[config.mk]
export PLATFORM = sky130hd
export DESIGN_NAME = p2s_serializer_n_flat
export DESIGN_NICKNAME = d
export VERILOG_FILES = /design/src/rtl/ser_pkg.sv /design/src/rtl/p2s_serializer_n_if.sv /design/src/rtl/p2s_lane.sv /design/src/rtl/p2s_serializer_n.sv /design/src/flat_wrapper.sv
export SDC_FILE = /design/constraint.sdc
export NUM_CORES = 1
export LEC_CHECK = 0
export BUFFER_PORTS_ARGS = -buffer_cell sky130_fd_sc_hd__buf_2
export CAP_MARGIN = 25
export CORE_ASPECT_RATIO = 0.7
export CORE_MARGIN = 2
export CORE_UTILIZATION = 30
export CTS_BUF_LIST = sky130_fd_sc_hd__clkbuf_2
export CTS_CLUSTER_DIAMETER = 200
export DETAILED_ROUTE_END_ITERATION = 7
export PLACE_DENSITY = 0.56
export REMOVE_ABC_BUFFERS = 1
export SETUP_SLACK_MARGIN = 0.3
export SLEW_MARGIN = 0
export SYNTH_ARGS = -nofsm -noshare
export SYNTH_HDL_FRONTEND = slang
export SYNTH_SLANG_ARGS = --single-unit
[constraint.sdc]
create_clock -name clk_8f -period 1.45 [get_ports clk_8f]
set_input_delay 0.29 -clock clk_8f [delete_from_list [all_inputs] [get_ports clk_8f]]
set_output_delay 0.29 -clock clk_8f [all_outputs]
set_load 0.02 [all_outputs]
[src/rtl/ser_pkg.sv]
// Shared types and constants for the parallel-to-serial serializer family.
package ser_pkg;

    typedef enum logic {
        TRAIN = 1'b0,
        RUN   = 1'b1
    } ser_state_t;

    localparam logic [7:0] SYM_IDLE  = 8'hBC;
    localparam logic [7:0] SYM_TRAIN = 8'h7C;

    // Bits needed to hold values 0..n-1, never less than one.
    function automatic int cnt_width(input int n);
        return (n > 1) ? $clog2(n) : 1;
    endfunction

endpackage

[src/rtl/p2s_serializer_n_if.sv]
// Parallel word side and serial side of the serializer, bundled for port lists.
interface p2s_serializer_n_if #(
    parameter int LANES = 2,
    parameter int WIDTH = 8
);
    logic [LANES*WIDTH-1:0] data_in;
    logic [LANES-1:0]       valid_in;
    logic                   ready;
    logic [LANES-1:0]       data_out;
    logic                   sym_start;
    logic                   trained;

    modport master (
        output data_in, valid_in,
        input  ready, data_out, sym_start, trained
    );

    modport slave (
        input  data_in, valid_in,
        output ready, data_out, sym_start, trained
    );
endinterface

[src/rtl/p2s_lane.sv]
// One serial lane: WIDTH-bit shift register that loads a symbol and shifts it out MSB first.
module p2s_lane
    import ser_pkg::*;
#(
    parameter int               WIDTH     = 8,
    parameter logic [WIDTH-1:0] IDLE_SYM  = WIDTH'(SYM_IDLE),
    parameter logic [WIDTH-1:0] TRAIN_SYM = WIDTH'(SYM_TRAIN)
) (
    input  logic             clk_8f,
    input  logic             reset,
    input  logic             load,
    input  logic             train,
    input  logic             valid,
    input  logic [WIDTH-1:0] data,
    output logic             bit_out
);

    logic [WIDTH-1:0] sr;
    logic [WIDTH-1:0] load_word;

    // NOTE: default assigned first so every path drives load_word and no latch is inferred.
    always_comb begin
        load_word = IDLE_SYM;
        if (train)
            load_word = TRAIN_SYM;
        else if (valid)
            load_word = data;
    end

    // NOTE: non-blocking assignments keep every register updating from pre-edge values.
    always_ff @(posedge clk_8f) begin
        // NOTE: the shift register is reset so the line sits at 0 while reset is held.
        if (reset)
            sr <= '0;
        else if (load)
            sr <= load_word;
        else
            sr <= {sr[WIDTH-2:0], 1'b0};
    end

    assign bit_out = sr[WIDTH-1];

endmodule

[src/rtl/p2s_serializer_n.sv]
// LANES x WIDTH parallel-to-serial serializer with shared bit counter.
// Optional post-reset training sequence enabled by defining SER_TRAIN_EN.
module p2s_serializer_n
    import ser_pkg::*;
#(
    parameter int               LANES      = 2,
    parameter int               WIDTH      = 8,
    parameter logic [WIDTH-1:0] IDLE_SYM   = WIDTH'(SYM_IDLE),
    parameter logic [WIDTH-1:0] TRAIN_SYM  = WIDTH'(SYM_TRAIN),
    parameter int               TRAIN_SYMS = 4
) (
    input logic               clk_8f,
    input logic               reset,
    p2s_serializer_n_if.slave bus
);

`ifdef SER_TRAIN_EN
    localparam bit TRAIN_ON = (TRAIN_SYMS > 0);
`else
    localparam bit TRAIN_ON = 1'b0;
`endif

    localparam int            CW       = cnt_width(WIDTH);
    localparam int            TW       = cnt_width(TRAIN_SYMS + 1);
    localparam logic [CW-1:0] CNT_LAST = CW'(WIDTH - 1);

    logic [CW-1:0]    cnt;
    logic             load;
    logic             sym_start_q;
    ser_state_t       state, state_next;
    logic [TW-1:0]    train_cnt, train_cnt_next;
    logic [LANES-1:0] serial;

    assign load = (cnt == '0);

    always_ff @(posedge clk_8f) begin
        if (reset) begin
            cnt         <= '0;
            sym_start_q <= 1'b0;
        end else begin
            cnt         <= (cnt == CNT_LAST) ? '0 : cnt + CW'(1);
            sym_start_q <= load;
        end
    end

    always_ff @(posedge clk_8f) begin
        if (reset) begin
            state     <= TRAIN_ON ? TRAIN : RUN;
            train_cnt <= '0;
        end else begin
            state     <= state_next;
            train_cnt <= train_cnt_next;
        end
    end

    // Leave TRAIN on the last bit of the final training symbol so the next load carries data.
    always_comb begin
        state_next     = state;
        train_cnt_next = train_cnt;
        if (state == TRAIN) begin
            if (load)
                train_cnt_next = train_cnt + TW'(1);
            if (cnt == CNT_LAST && train_cnt == TW'(TRAIN_SYMS))
                state_next = RUN;
        end
    end

    for (genvar k = 0; k < LANES; k++) begin : g_lane
        p2s_lane #(
            .WIDTH     (WIDTH),
            .IDLE_SYM  (IDLE_SYM),
            .TRAIN_SYM (TRAIN_SYM)
        ) u_lane (
            .clk_8f  (clk_8f),
            .reset   (reset),
            .load    (load),
            .train   (state == TRAIN),
            .valid   (bus.valid_in[k]),
            .data    (bus.data_in[k*WIDTH +: WIDTH]),
            .bit_out (serial[k])
        );
    end

    assign bus.data_out  = serial;
    assign bus.sym_start = sym_start_q;
    assign bus.ready     = load && (state == RUN) && !reset;

`ifdef SER_TRAIN_EN
    assign bus.trained = (state == RUN);
`else
    assign bus.trained = 1'b1;
`endif

endmodule

[src/flat_wrapper.sv]
// flat-port wrapper written by rule: the top's interface ports become plain ports
module p2s_serializer_n_flat import ser_pkg::*;
#(
    parameter int               LANES      = 2,
    parameter int               WIDTH      = 8,
    parameter logic [WIDTH-1:0] IDLE_SYM   = WIDTH'(SYM_IDLE),
    parameter logic [WIDTH-1:0] TRAIN_SYM  = WIDTH'(SYM_TRAIN),
    parameter int               TRAIN_SYMS = 4
)
  (clk_8f, reset, bus_data_in, bus_valid_in, bus_ready, bus_data_out, bus_sym_start, bus_trained);
  p2s_serializer_n_if #(.LANES(LANES), .WIDTH(WIDTH)) bus_i ();
  input logic clk_8f;
  input logic reset;
  input wire logic [$bits(bus_i.data_in)-1:0] bus_data_in;
  input wire logic [$bits(bus_i.valid_in)-1:0] bus_valid_in;
  output wire logic [$bits(bus_i.ready)-1:0] bus_ready;
  output wire logic [$bits(bus_i.data_out)-1:0] bus_data_out;
  output wire logic [$bits(bus_i.sym_start)-1:0] bus_sym_start;
  output wire logic [$bits(bus_i.trained)-1:0] bus_trained;
  assign bus_i.data_in = bus_data_in;
  assign bus_i.valid_in = bus_valid_in;
  assign bus_ready = bus_i.ready;
  assign bus_data_out = bus_i.data_out;
  assign bus_sym_start = bus_i.sym_start;
  assign bus_trained = bus_i.trained;
  p2s_serializer_n #(.LANES(LANES), .WIDTH(WIDTH), .IDLE_SYM(IDLE_SYM), .TRAIN_SYM(TRAIN_SYM), .TRAIN_SYMS(TRAIN_SYMS)) u_core (.clk_8f(clk_8f), .reset(reset), .bus(bus_i));
endmodule
==> results.yml <==
sta:
  hold_viol_final: 0
  max_freq_mhz: 630
  timing.final.crit_share_pct: 110
  finalCriticalPeriod_ps: 1590
  worst_slack_ps: -138
  fin_skew_ps: 13.6
  setup_viol: 1
  rsz0062_at_grt: "true"
  drv_slew: 0
clocking:
  cts_max_level: 1
  cts-root-buf: "clkbuf_2"
  ctsLongestPathBuffers: 2
  clk_latency_ps: 330
  clk_pin_slew_ps: 220
  tritoncts: "built"
  ctsHoldBuffers: 0
  numCtsBuffers: 3
  clock-sinks: 24
grt:
  grt_use_total_pct: 14.2
  grt_pass1_vias: 840
  grt_max_degree: 22
  grt_overflow: 0
  grt_pass1_wl_um: 3930
  antenna_found_initial: 0
worst_hold_path:
  hold_depth: 3
  min_to: "u_core.g_lane[0].u_lane.sr[3]"
  hp-start: "bus_data_in[3]"
  hold_class: "in -> reg"
worst_setup_path:
  critical_path_arrival_ps: 1300
  crit_path_max_fanout: 2
  critPathKind: "reg -> out"
  r2r_slack_ps: 40
  startpoint_type: "register"
  regToRegEndpoint: "u_core.state"
  rr_startpoint: "u_core.cnt[0]"
  end_kind: "primary output"
  path_cells: "inv_2 -> ha_4 -> nand2b_4 -> nor2_4 -> and2_4 -> buf_6"
  crit_slowest_cell: "dfxtp_2"
  r2r.worst_path.cells: 5
  slowest_delay_ps: 380
  required_ps: 1160
route:
  drc: 0
  via_per_inst: 4.87
  drt_iter0_markers: 35
  wl_per_cell_um: 14.5
  drtAntennaViolNets: 0
  routed_wl_um: 2530
  vias: 848
  drtPass1Iterations: 4
power_and_ir_drop:
  peakVddDrop_v: 0.000571
  p_per_area_nw_per_um2: 985
  leakage_nw: 0.582
outcome:
  status: "finished with violations"
  violations: "negative setup slack"
cells_and_area:
  final_cells: 174
  diodes: 0
  post-route-cell-area_sq_um: 1450
  n_fill_cell: 322
  fin_util_pct: 46.1
  num-nets-final: 163
  drive_above_1_share_pct: 61.0
  syn2layout_area_growth_pct: 46.4
logic_synthesis:
  synth-seq-cells: 24
  avgSynthCellArea_sq_um: 9.19
  synth.yosys.seq_area_share_pct: 48.4
  synth_area_sq_um: 992
  synth.distinct_cells: 27
  synth_warnings: 0
  synthCells: 108
floorplan:
  fp.dieW_um: 72.7
  start_util_pct: 31.5
  pin_count: 25
  fp-row-count: 17
  core_sq_um: 3150
  die_area_sq_um: 3790
  die_y_um: 52.1
placement:
  gp_congestion: 0.759
  dp_cells: 164
  port_buffers: 23
  place_hpwl_um: 1400
  place_area_sq_um: 1120
run:
  maxCapViolations: 0
[routing by layer]
layer / vias up / track usage [%] / part of all wire (%)
li1: 421 / - / -
met1: 408 / 18.4 / 46
met2: 19 / 22.7 / 50
met3: 0 / 4.07 / 3.1
met4: 0 / 4.63 / 0
met5: - / 0 / 0
[worst max-delay path: cells and delay by family (launching register included)]
family | cells | cell delay, ps
flops | 1 | 380
buf+inv | 2 | 160
fa+ha+maj | 1 | 160
simple gates | 3 | 270
[how the worst max path moves through the flow]
stage                       start         to
CTS                 u_core.cnt[0]  bus_ready
floorplan           u_core.cnt[0]  bus_ready
detailed placement  u_core.cnt[0]  bus_ready
global placement    u_core.cnt[0]  bus_ready
global route        u_core.cnt[0]  bus_ready
finish              u_core.cnt[0]  bus_ready
[cell usage after synthesis]
library cell  number  share of area, %
nor3b_1            2               1.5
and4bb_2           1               1.3
a211oi_1           2               1.5
and2b_2            1              0.88
nor3b_2            1               1.3
nand2b_1           3               1.9
and4_1             2               1.8
a311o_1            1               1.0
nor2_1            12               4.5
conb_1             1              0.38
inv_1              4               1.5
ha_1               5               6.3
nor3_1            15               7.6
nor2_2             1              0.63
nand3_1            2               1.0
clkbuf_1           2              0.76
buf_4              5               3.8
nor3_2             2               2.0
nand2_1            7               2.6
and2_1             1              0.63
dfxtp_1           24                48
buf_6              1               1.1
o21ai_1            1              0.50
buf_2              1              0.50
a21oi_1            7               3.5
xnor2_1            2               1.8
nand4_1            2               1.3
[state kept, by name, summed over array words and instances (netlist names)]
register                 count
u_core.g_lane.u_lane.sr     16
u_core.bus.sym_start         1
u_core.state                 1
u_core.train_cnt             3
u_core.cnt                   3
[cell type report]
type                            instances  area, sq um  area share [%]
Multi-Input combinational cell         72          634            43.7
Sequential cell                        24          489            33.7
Tap cell                               38         47.5            3.27
Timing Repair Buffer                   33          251            17.3
Inverter                                4         15.0            1.03
Clock buffer                            3         15.0            1.03
[layout by cell type (no fill, tap or decap), types with 3 or more instances in the layout]
cell type  instances
buf_4              7
buf_6              5
clkbuf_2           3
dfxtp_2            7
a21oi_2            3
dfxtp_1           17
nor3_2             9
a21oi_1            4
buf_2             19
nor3_4             4
nor3_1             4
nor2_2             3
nor2_1             4
nor3b_2            3
nand2_1            7
nor2_4             6
[where the power goes]
group / leakage, nW / internal (mW) / switching (mW)
registers: 0.199 / 0.721 / 0.0317
logic: 0.371 / 0.216 / 0.216
clock network: 0.0125 / 0.0563 / 0.189
[what timing repair did]
action	CTS	global route
endpoints found under the setup margin	23	27
gates resized for setup	29	38
buffers inserted	4	1
cloned	2	0
pin swaps	8	7
[kinds of logic (layout without fill, tap and decap cells)]
logic type | after synthesis | after routing | synth area share (%)
AO/OA/AOI/OAI | 11 | 11 | 6.56
XOR/XNOR | 2 | 2 | 1.77
adder cells (fa/ha/maj) | 5 | 5 | 6.31
buffers and inverters | 13 | 40 | 7.69
flip-flops | 24 | 24 | 48.4
other | 1 | 1 | 0.378
AND/OR/NAND/NOR | 52 | 53 | 28.9
[per-stage QoR]
stage / hold slack [ps] / TNS (ps) / setup slack, ps / power (mW)
floorplan: 359 / -64.6 / -64.6 / 0.883
global placement: 429 / 0 / 134 / 0.974
detailed placement: 428 / 0 / 108 / 0.978
CTS: 203 / -161 / -161 / 1.34
global route: 163 / -234 / -232 / 1.51
finish: 210 / -138 / -138 / 1.43
Power figures use the tool's default switching activity.
